--- config.mk ---
export PLATFORM = sky130hd
export DESIGN_NAME = processing_cell_eager
export DESIGN_NICKNAME = d
export VERILOG_FILES = /design/src/rtl/processing_cell_eager.sv
export SDC_FILE = /design/constraint.sdc
export NUM_CORES = 2
export LEC_CHECK = 0
export CAP_MARGIN = 0
export CORE_ASPECT_RATIO = 1.1
export CORE_MARGIN = 2
export CORE_UTILIZATION = 30
export DETAILED_ROUTE_END_ITERATION = 12
export GPL_TIMING_DRIVEN = 0
export PLACE_DENSITY_LB_ADDON = 0.05
export SYNTH_ARGS = -nofsm -noshare
export SYNTH_HDL_FRONTEND = slang
export SYNTH_HIERARCHICAL = 1
export SYNTH_SLANG_ARGS = --single-unit
--- constraint.sdc ---
create_clock -name clk -period 11.01 [get_ports clk]
set_input_delay 2.7525 -clock clk [delete_from_list [all_inputs] [get_ports clk]]
set_output_delay 2.7525 -clock clk [all_outputs]
set_load 0.02 [all_outputs]
--- src/rtl/processing_cell_eager.sv ---
// CGRA processing cell: operand select, per-operand FIFOs, join, ALU with optional
// accumulation and an eager per-destination fork. `PE_FIRE_CNT_EN adds a fire counter port.
module pe_fifo #(
  parameter int W     = 32,
  parameter int DEPTH = 2
) (
  input  logic         clk,
  input  logic         rst,
  input  logic         push_i,
  input  logic         pop_i,
  input  logic [W-1:0] din_i,
  output logic         full_o,
  output logic         empty_o,
  output logic [W-1:0] head_o
);
  localparam int AW = $clog2(DEPTH);

  logic [W-1:0]  mem_q [DEPTH];
  logic [AW-1:0] wp_q, rp_q;
  logic [AW:0]   cnt_q;

  assign full_o  = cnt_q == (AW+1)'(DEPTH);
  assign empty_o = cnt_q == '0;
  assign head_o  = mem_q[rp_q];

  always_ff @(posedge clk) begin
    if (push_i) mem_q[wp_q] <= din_i;
  end

  always_ff @(posedge clk) begin
    if (rst) begin
      wp_q  <= '0;
      rp_q  <= '0;
      cnt_q <= '0;
    end else begin
      if (push_i) wp_q <= wp_q + 1'b1;
      if (pop_i)  rp_q <= rp_q + 1'b1;
      case ({push_i, pop_i})
        2'b10:   cnt_q <= cnt_q + 1'b1;
        2'b01:   cnt_q <= cnt_q - 1'b1;
        default: cnt_q <= cnt_q;
      endcase
    end
  end
endmodule

// One destination of the eager fork: holds its pending bit until its own handshake.
module pe_fork_lane (
  input  logic clk,
  input  logic rst,
  input  logic load_i,
  input  logic mask_i,
  input  logic rdy_i,
  output logic pend_o
);
  logic pend_q, pend_d;

  always_comb begin
    pend_d = pend_q & ~rdy_i;
    if (load_i) pend_d = mask_i;
  end

  always_ff @(posedge clk) begin
    if (rst) pend_q <= 1'b0;
    else     pend_q <= pend_d;
  end

  assign pend_o = pend_q;
endmodule

module processing_cell_eager #(
  parameter int DATA_WIDTH = 32,
  parameter int NUM_PORTS  = 4,
  parameter int FIFO_DEPTH = 2,
  localparam int SW        = $clog2(NUM_PORTS+1),
  localparam int CFG_WIDTH = 2*SW+NUM_PORTS+4+1+16+DATA_WIDTH
) (
  input  logic                            clk,
  input  logic                            rst,
  input  logic [NUM_PORTS*DATA_WIDTH-1:0] din,
  input  logic [NUM_PORTS-1:0]            din_v,
  output logic                            din_1_r,
  output logic                            din_2_r,
  output logic [DATA_WIDTH-1:0]           dout,
  output logic [NUM_PORTS-1:0]            dout_v,
  input  logic [NUM_PORTS-1:0]            dout_r,
  input  logic [CFG_WIDTH-1:0]            config_bits
`ifdef PE_FIRE_CNT_EN
  ,
  output logic [31:0]                     fire_cnt
`endif
);
  localparam int DW  = DATA_WIDTH;
  localparam int NP  = NUM_PORTS;
  localparam int SHW = $clog2(DATA_WIDTH);
  localparam int OM  = 2*SW;
  localparam int OO  = OM + NP;
  localparam int OF  = OO + 4;
  localparam int OI  = OF + 1;
  localparam int OC  = OI + 16;

  typedef struct packed {
    logic          v;
    logic [DW-1:0] d;
  } opnd_t;

  logic [SW-1:0] sel_1, sel_2;
  logic [NP-1:0] fork_mask;
  logic [3:0]    op;
  logic          feedback;
  logic [15:0]   iterations;
  logic [DW-1:0] cst;

  assign sel_1      = config_bits[0 +: SW];
  assign sel_2      = config_bits[SW +: SW];
  assign fork_mask  = config_bits[OM +: NP];
  assign op         = config_bits[OO +: 4];
  assign feedback   = config_bits[OF];
  assign iterations = config_bits[OI +: 16];
  assign cst        = config_bits[OC +: DW];

  logic [NP-1:0][DW-1:0] din_a;
  assign din_a = din;

  // Out-of-range selects never produce a valid operand.
  function automatic opnd_t pick(input logic [SW-1:0] s, input logic [NP-1:0] dv,
                                 input logic [NP-1:0][DW-1:0] da, input logic [DW-1:0] c);
    opnd_t o;
    o.v = (s == SW'(NP));
    o.d = c;
    for (int k = 0; k < NP; k++) begin
      if (s == SW'(k)) begin
        o.v = dv[k];
        o.d = da[k];
      end
    end
    return o;
  endfunction

  opnd_t op1, op2;
  assign op1 = pick(sel_1, din_v, din_a, cst);
  assign op2 = pick(sel_2, din_v, din_a, cst);

  logic          full1, full2, empty1, empty2, push1, push2, pop1, pop2;
  logic [DW-1:0] head1, head2;

  assign push1   = op1.v & ~full1;
  assign push2   = op2.v & ~full2;
  assign din_1_r = ~full1;
  assign din_2_r = ~full2;

  pe_fifo #(.W(DW), .DEPTH(FIFO_DEPTH)) u_fifo1 (
    .clk(clk), .rst(rst), .push_i(push1), .pop_i(pop1), .din_i(op1.d),
    .full_o(full1), .empty_o(empty1), .head_o(head1)
  );
  pe_fifo #(.W(DW), .DEPTH(FIFO_DEPTH)) u_fifo2 (
    .clk(clk), .rst(rst), .push_i(push2), .pop_i(pop2), .din_i(op2.d),
    .full_o(full2), .empty_o(empty2), .head_o(head2)
  );

  logic [NP-1:0] pend;
  logic          free, fire, emit, last;
  logic [DW-1:0] acc_q, acc_d, dout_q, dout_d, a, b, res;
  logic [15:0]   cnt_q, cnt_d, it_eff;
  logic [16:0]   cnt_nx;
  logic [SHW-1:0] sh;

  // Free also when every still-pending destination completes this very cycle.
  assign free = ~|(pend & ~dout_r);
  assign fire = ~empty1 & (feedback | ~empty2) & free;
  assign pop1 = fire;
  assign pop2 = fire & ~feedback;

  assign a  = head1;
  assign b  = feedback ? acc_q : head2;
  assign sh = b[SHW-1:0];

  always_comb begin
    res = '0;
    case (op)
      4'd0:    res = a + b;
      4'd1:    res = a - b;
      4'd2:    res = a * b;
      4'd3:    res = a & b;
      4'd4:    res = a | b;
      4'd5:    res = a ^ b;
      4'd6:    res = a << sh;
      4'd7:    res = a >> sh;
      4'd8:    res = $signed(a) >>> sh;
      4'd9:    res = a;
      4'd10:   res = {{(DW-1){1'b0}}, $signed(a) < $signed(b)};
      4'd11:   res = ($signed(a) < $signed(b)) ? a : b;
      4'd12:   res = ($signed(a) < $signed(b)) ? b : a;
      default: res = '0;
    endcase
  end

  assign it_eff = (iterations == '0) ? 16'd1 : iterations;
  assign cnt_nx = {1'b0, cnt_q} + 17'd1;
  assign last   = cnt_nx == {1'b0, it_eff};
  assign emit   = fire & (~feedback | last);

  always_comb begin
    acc_d  = acc_q;
    cnt_d  = cnt_q;
    dout_d = dout_q;
    if (fire && feedback) begin
      if (last) begin
        acc_d = cst;
        cnt_d = '0;
      end else begin
        acc_d = res;
        cnt_d = cnt_nx[15:0];
      end
    end
    if (emit) dout_d = res;
  end

  always_ff @(posedge clk) begin
    if (rst) begin
      acc_q  <= cst;
      cnt_q  <= '0;
      dout_q <= '0;
    end else begin
      acc_q  <= acc_d;
      cnt_q  <= cnt_d;
      dout_q <= dout_d;
    end
  end

  for (genvar i = 0; i < NP; i++) begin : g_lane
    pe_fork_lane u_lane (
      .clk(clk), .rst(rst), .load_i(emit), .mask_i(fork_mask[i]),
      .rdy_i(dout_r[i]), .pend_o(pend[i])
    );
  end

  assign dout   = dout_q;
  assign dout_v = pend;

`ifdef PE_FIRE_CNT_EN
  logic [31:0] fire_cnt_q;
  always_ff @(posedge clk) begin
    if (rst)       fire_cnt_q <= '0;
    else if (fire) fire_cnt_q <= fire_cnt_q + 32'd1;
  end
  assign fire_cnt = fire_cnt_q;
`endif
endmodule
## After elaboration in Yosys (flattened, before gate mapping)

Memories as Yosys holds them, arrays and structs flattened. A register that Yosys moved wholly into a read port is not among the register bits.
Cells that the tools add are included.

| operators by class | value |
|---|---|
| $add $sub $neg | 11 |
| multipliers | 1 |
| order comparisons | 1 |
| eq/ne operators | 27 |
| shift-type cells | 3 |
| mux-type cells | 31 |
| bitwise operators | 26 |
| reduce and logical (&&, ||, !) cells | 12 |

Operators by type and width:

| operator | number |
|---|---|
| $pmux W32 S13 | 1 |
| $mux W33 | 8 |
| $mux W32 | 6 |
| $add A32 B32 Y32 | 1 |
| $and A32 B32 Y32 | 1 |
| $lt A32 B32 Y1 | 1 |
| $mul A32 B32 Y32 | 1 |
| $mux W16 | 2 |
| $or A32 B32 Y32 | 1 |
| $shl A32 B5 Y32 | 1 |
| $shr A32 B5 Y32 | 1 |
| $sshr A32 B5 Y32 | 1 |
| $sub A32 B32 Y32 | 1 |
| $xor A32 B32 Y32 | 1 |
| $eq A4 B4 Y1 const B | 5 |
| $add A16 B1 Y17 const B | 1 |
| $eq A17 B16 Y1 | 1 |
| $eq A4 B3 Y1 const B | 4 |
| $logic_not A16 Y1 | 1 |
| $eq A3 B2 Y1 const B | 4 |
| $mux W1 | 12 |
| $and A1 B1 Y1 | 10 |
| $not A1 Y1 | 9 |
| $eq A2 B2 Y1 const B | 4 |
| 19 further kinds | 34 |

| word-level totals | value |
|---|---|
| register bits after elaboration | 92 |
| bits in writable memories | 128 |
| bits of input ports | 201 |
| output and inout bits | 38 |
| logic and storage cells | 127 |
| memories kept | 2 |

Memories:

| memory | words | bits a word | rd ports | clocked after memory_dff | write ports | line | text |
|---|---|---|---|---|---|---|---|
| u_fifo1.mem_q | 2 | 32 | 1 | 1 | 1 | 18 | `logic [W-1:0] mem_q [DEPTH];` |
| u_fifo2.mem_q | 2 | 32 | 1 | 1 | 1 | 18 |  |

## Depth between registers and ports, before layout

| logic depth | value |
|---|---|
| depth in word-level cells | 8 |
| depth in mapped cells | 36 |

## Modules after synthesis

Netlist, hierarchy kept.

By module, submodules not included:

| module | times used | cells each | area each (um^2) | seq. area each (um^2) |
|---|---|---|---|---|
| processing_cell_eager | 1 | 3945 | 31485.2 | 1921.8 |
| pe_fifo | 2 | 122 | 2513.7 | 2021.9 |
| pe_fork_lane | 4 | 4 | 37.5 | 20.0 |

## Worst setup path after synthesis

Ideal clock, no wire load.

| timing path | value |
|---|---|
| kind | input -> register |
| start point | input port config_bits[14] |
| end point | register acc_q[28] (data pin) |
| setup time | 267 ps |
| data arrival time | 10944 ps |
| slack | -202 ps |
| cell stages on the path | 32 |
| path buffers | 7 |
| cell sequence | buf_6 > mux2i_4 > buf_2 > buf_2 > buf_1 > clkbuf_1 > buf_1 > nor2_1 > fa_1 > inv_1 > fa_1 > fa_1 > fa_1 > inv_1 > fa_1 > inv_1 > fa_1 > inv_1 > fa_1 > fa_1 > ha_1 > clkbuf_1 > a21o_1 > a21oi_1 > o221ai_1 > a221oi_1 > o21ai_0 > a31oi_1 > xor2_1 > nor2_1 > a2111oi_2 > a21oi_1 |

| between the ends | value |
|---|---|
| word-level cells in the longest chain between the ends | 7 |
| elaborated cells on any way between the ends | 17 |
| those cells by class | add/sub: 2; mul: 1; order compare: 1; shift: 3; mux: 7; bitwise: 3 |

RTL lines:

| element | line | text |
|---|---|---|
| from (decl) | 87 | `input logic [CFG_WIDTH-1:0] config_bits` |
| $mux W32 * | 175 | `assign b = feedback ? acc_q : head2;` |
| parallel branches: the longest is 2 deep, another holds $mul A32 B32 Y32 | -- |  |
| $pmux W32 S13 * | 180 | `case (op)` |
| $mux W32 * | 208 | `if (last) begin` |
| $mux W32 * | 207 | `if (fire && feedback) begin` |
| $mux W32 * | 220 | `if (rst) begin` |
| to (signal assigned) | 221 | `acc_q <= cst;` |
| to (decl) | 163 | `logic [DW-1:0] acc_q, acc_d, dout_q, dout_d, a, b, res;` |

Every way passes the cells marked *. The select of a mux whose other input is x is not followed.
A chain may end at the register's enable or synchronous reset.

## Worst setup path in the final report

| timing path | value |
|---|---|
| start point | input port config_bits[14] |
| end point | register acc_q[29] (data pin) |

Same word-level chain as after synthesis.

==> run metrics <==
Congestion Overflow GR 0; status complete, but fails checks; DRT Pass-1 Iters 6; Final Hold Slack about 0.5 ns; Ys Warns 6; most frequent CP cell fa_1; root buffer cell clkbuf_16; Die Wd 337 um; critical path startpoint config_bits[14]; htree depth 1; commonest cells after routing, fill and taps aside nor2_1, inv_1, fa_1, nand2_1, a21oi_1; #FFs+latches synth 222; placed wire-length estimate approximately 180000 um; vias ~36000; Fill cells about 13000; hold buffers post-CTS 0; nets 5371; clk slew on worst S/H paths around 0.080 ns; largest net degree at the start of global routing 33; Util after Layout 0.360; Critical Path Fanout Max 16; vias in the first global route 36591; CTS tree done; predominant post-synthesis flop cell edfxtp_1; pre-CTS WS -4.63 ns; netlist area before placement between 30000 and 40000 um2; core outline area approximately 120000 um2; I/O Buffers about 230; routed len/inst around 35 um; initial antenna violation count 6; first-pass GRT wire length around 300000 um; most common cell after layout, fill and taps aside nor2_1; FFs w/ async S/R, synth 0; kind of start point of the critical path input port; DRC violations left 0; RSZ-0062 raised after global routing false; area delta synth->final 18.9%; worst skew pair latency between 0.5 and 0.6 ns; number of flops mapped to enable cells by yosys 160; HP Class reg2reg; CP peak stage delay between 0.6 and 0.7 ns; share of cells above drive strength 1 0.115; crit end category register; Fin. Hold Viols 0; WS Path Type in2reg; combined buffer and inverter count along the critical path 9; I/O pin count between 200 and 250; RePlAce Congestion a little over 1; Netlist cell types 100; Slew HR -0.0391; gr usage total 0.347; WL final 219000 um; Avg Cell Area, Syn around 8.7 um2; Synth Net Count about 5000; Die ar. roughly 130000 um2; CTS Buf Count 23; starting density of the core 0.302; maximum clock insertion buffer count 3; Critical Path RT roughly 11 ns; Iter 0 DRT Violations around 3500; Max Freq a little over 90 MHz; Worst Tran Pin Value 1.55 ns; Critical Path AT roughly 11 ns; Setup violations, final 0; clk sinks roughly 220; sequential element share of the synthesized area 0.165; Die Height approximately 370 um; Final ANT Viol Nets 0; vias per cell between 5 and 6; Final Skew between 0.02 and 0.025 ns; failing checks max-capacitance violations, max-slew violations; Cell Rows about 130; Final Max Tran Viols 11; CP delay by family, top adder cells; Max-Cap Viols 1; Tmin final 10.81 ns; CP max-delay cell fa_1; Tcrit/Tclk final 0.981; hold_sp dout[7]; setup ws final approximately 0.20 ns; Syn Inst Count roughly 4200; Worst R2R Setup Slack between 0.2 and 0.25 ns; setup tns final 0 ns
[cell families (layout without fill, tap and decap cells)]
group                    count (synthesis)  after routing  share of synthesized area
adder cells (fa/ha/maj)                633            633                      0.300
XOR/XNOR                               121            121                     0.0293
flip-flops                             222            222                      0.165
AO/OA/AOI/OAI                          880            880                      0.159
multiplexers                           321            321                      0.116
AND/OR/NAND/NOR                       1240           1240                      0.145
buffers and inverters                  788           1137                     0.0858
other                                    0              5                          0
[sequential cells by signal, summed over array words and instances (netlist names), named ones only]
signal / count
cnt_q: 16
u_fifo1/rp_q: 1
u_fifo1/wp_q: 1
u_fifo2/cnt_q: 2
u_fifo1/mem_q: 64
u_fifo2/rp_q: 1
u_fifo2/mem_q: 64
dout: 32
g_lane.u_lane/pend_o: 4
acc_q: 32
u_fifo2/wp_q: 1
u_fifo1/cnt_q: 2
[worst reg2reg max path: cells and delay by family, from the launching register on]
kind	cells	cell delay, ns
AO/OA/AOI/OAI	6	1.42
multiplexers	1	0.65
XOR/XNOR	1	0.24
buffers and inverters	8	3.07
flip-flops	1	0.32
adder cells (fa/ha/maj)	9	3.88
AND/OR/NAND/NOR	3	0.96
[final cells by class]
cell class | instances | area [um2] | area share
antenna | 5 | 12.5 | 0.000287
timing repair buffer | 324 | 3280 | 0.0752
inverter | 500 | 1910 | 0.0437
clock buffer | 27 | 611 | 0.0140
sequential | 222 | 6050 | 0.139
clock inverter | 15 | 111 | 0.00255
multi-input combinational | 3195 | 28100 | 0.644
buffer | 271 | 1520 | 0.0350
tap | 1632 | 2040 | 0.0468
[final timing paths]
path | to | cells past startpoint
max | acc_q[29] | 28
min | dout[7] | 2
max reg2reg | acc_q[25] | 28
min reg2reg | dout[7] | 2
[Yosys cell counts (11+ instances only)]
| cell type | n | share of area |
|---|---|---|
| a21o_1 | 28 | 0.0057 |
| o2111ai_1 | 18 | 0.0043 |
| or3_1 | 18 | 0.0031 |
| and3_1 | 19 | 0.0032 |
| nor3_1 | 41 | 0.0056 |
| nand4_1 | 16 | 0.0027 |
| a211oi_1 | 67 | 0.014 |
| mux2i_1 | 139 | 0.038 |
| a31oi_1 | 37 | 0.0063 |
| buf_4 | 12 | 0.0025 |
| nand2_1 | 342 | 0.035 |
| nor2_1 | 625 | 0.064 |
| clkinv_1 | 11 | 0.0011 |
| a2111oi_0 | 11 | 0.0026 |
| edfxtp_1 | 160 | 0.13 |
| xor2_1 | 23 | 0.0055 |
| o221ai_1 | 15 | 0.0036 |
| nand3_1 | 56 | 0.0076 |
| dfxtp_1 | 62 | 0.034 |
| o211ai_1 | 42 | 0.0086 |
| mux2_2 | 103 | 0.032 |
| buf_6 | 11 | 0.0034 |
| mux4_2 | 65 | 0.040 |
| buf_1 | 30 | 0.0031 |
| o21ai_0 | 148 | 0.020 |
| a22oi_1 | 27 | 0.0055 |
| inv_1 | 482 | 0.049 |
| ha_1 | 223 | 0.076 |
| xnor2_1 | 97 | 0.023 |
| a221o_1 | 15 | 0.0041 |
| nor2b_1 | 20 | 0.0034 |
| clkbuf_1 | 192 | 0.020 |
| buf_2 | 43 | 0.0059 |
| nand2b_1 | 17 | 0.0029 |
| nor4_1 | 19 | 0.0032 |
| a21oi_1 | 276 | 0.038 |
| o21a_1 | 18 | 0.0037 |
| o22ai_1 | 26 | 0.0044 |
| a221oi_1 | 24 | 0.0057 |
| fa_1 | 410 | 0.22 |
| o21bai_1 | 14 | 0.0029 |
[stage by stage]
stage	cell area, um2	cells
floorplan	36700	4205
global placement	41100	6071
detailed placement	41400	6091
CTS	42900	6142
global route	43600	6186
finish	43600	6191
[routing by layer]
metal,vias up,track usage,wire (um)
met5,-,0,23
met4,4,0.195,15500
met3,516,0.0612,16600
met2,1864,0.582,103000
met1,18113,0.420,84000
li1,15075,-,-
[timing repair]
item,in CTS,in global routing
endpoints found under the setup margin,54,31
gates cloned,1,2
resized for setup,170,72
buffers inserted,22,43
pin swaps,15,18
Power is not shown: default switching activity piles up to over one toggle a cycle in this logic, so the estimate is an artifact.
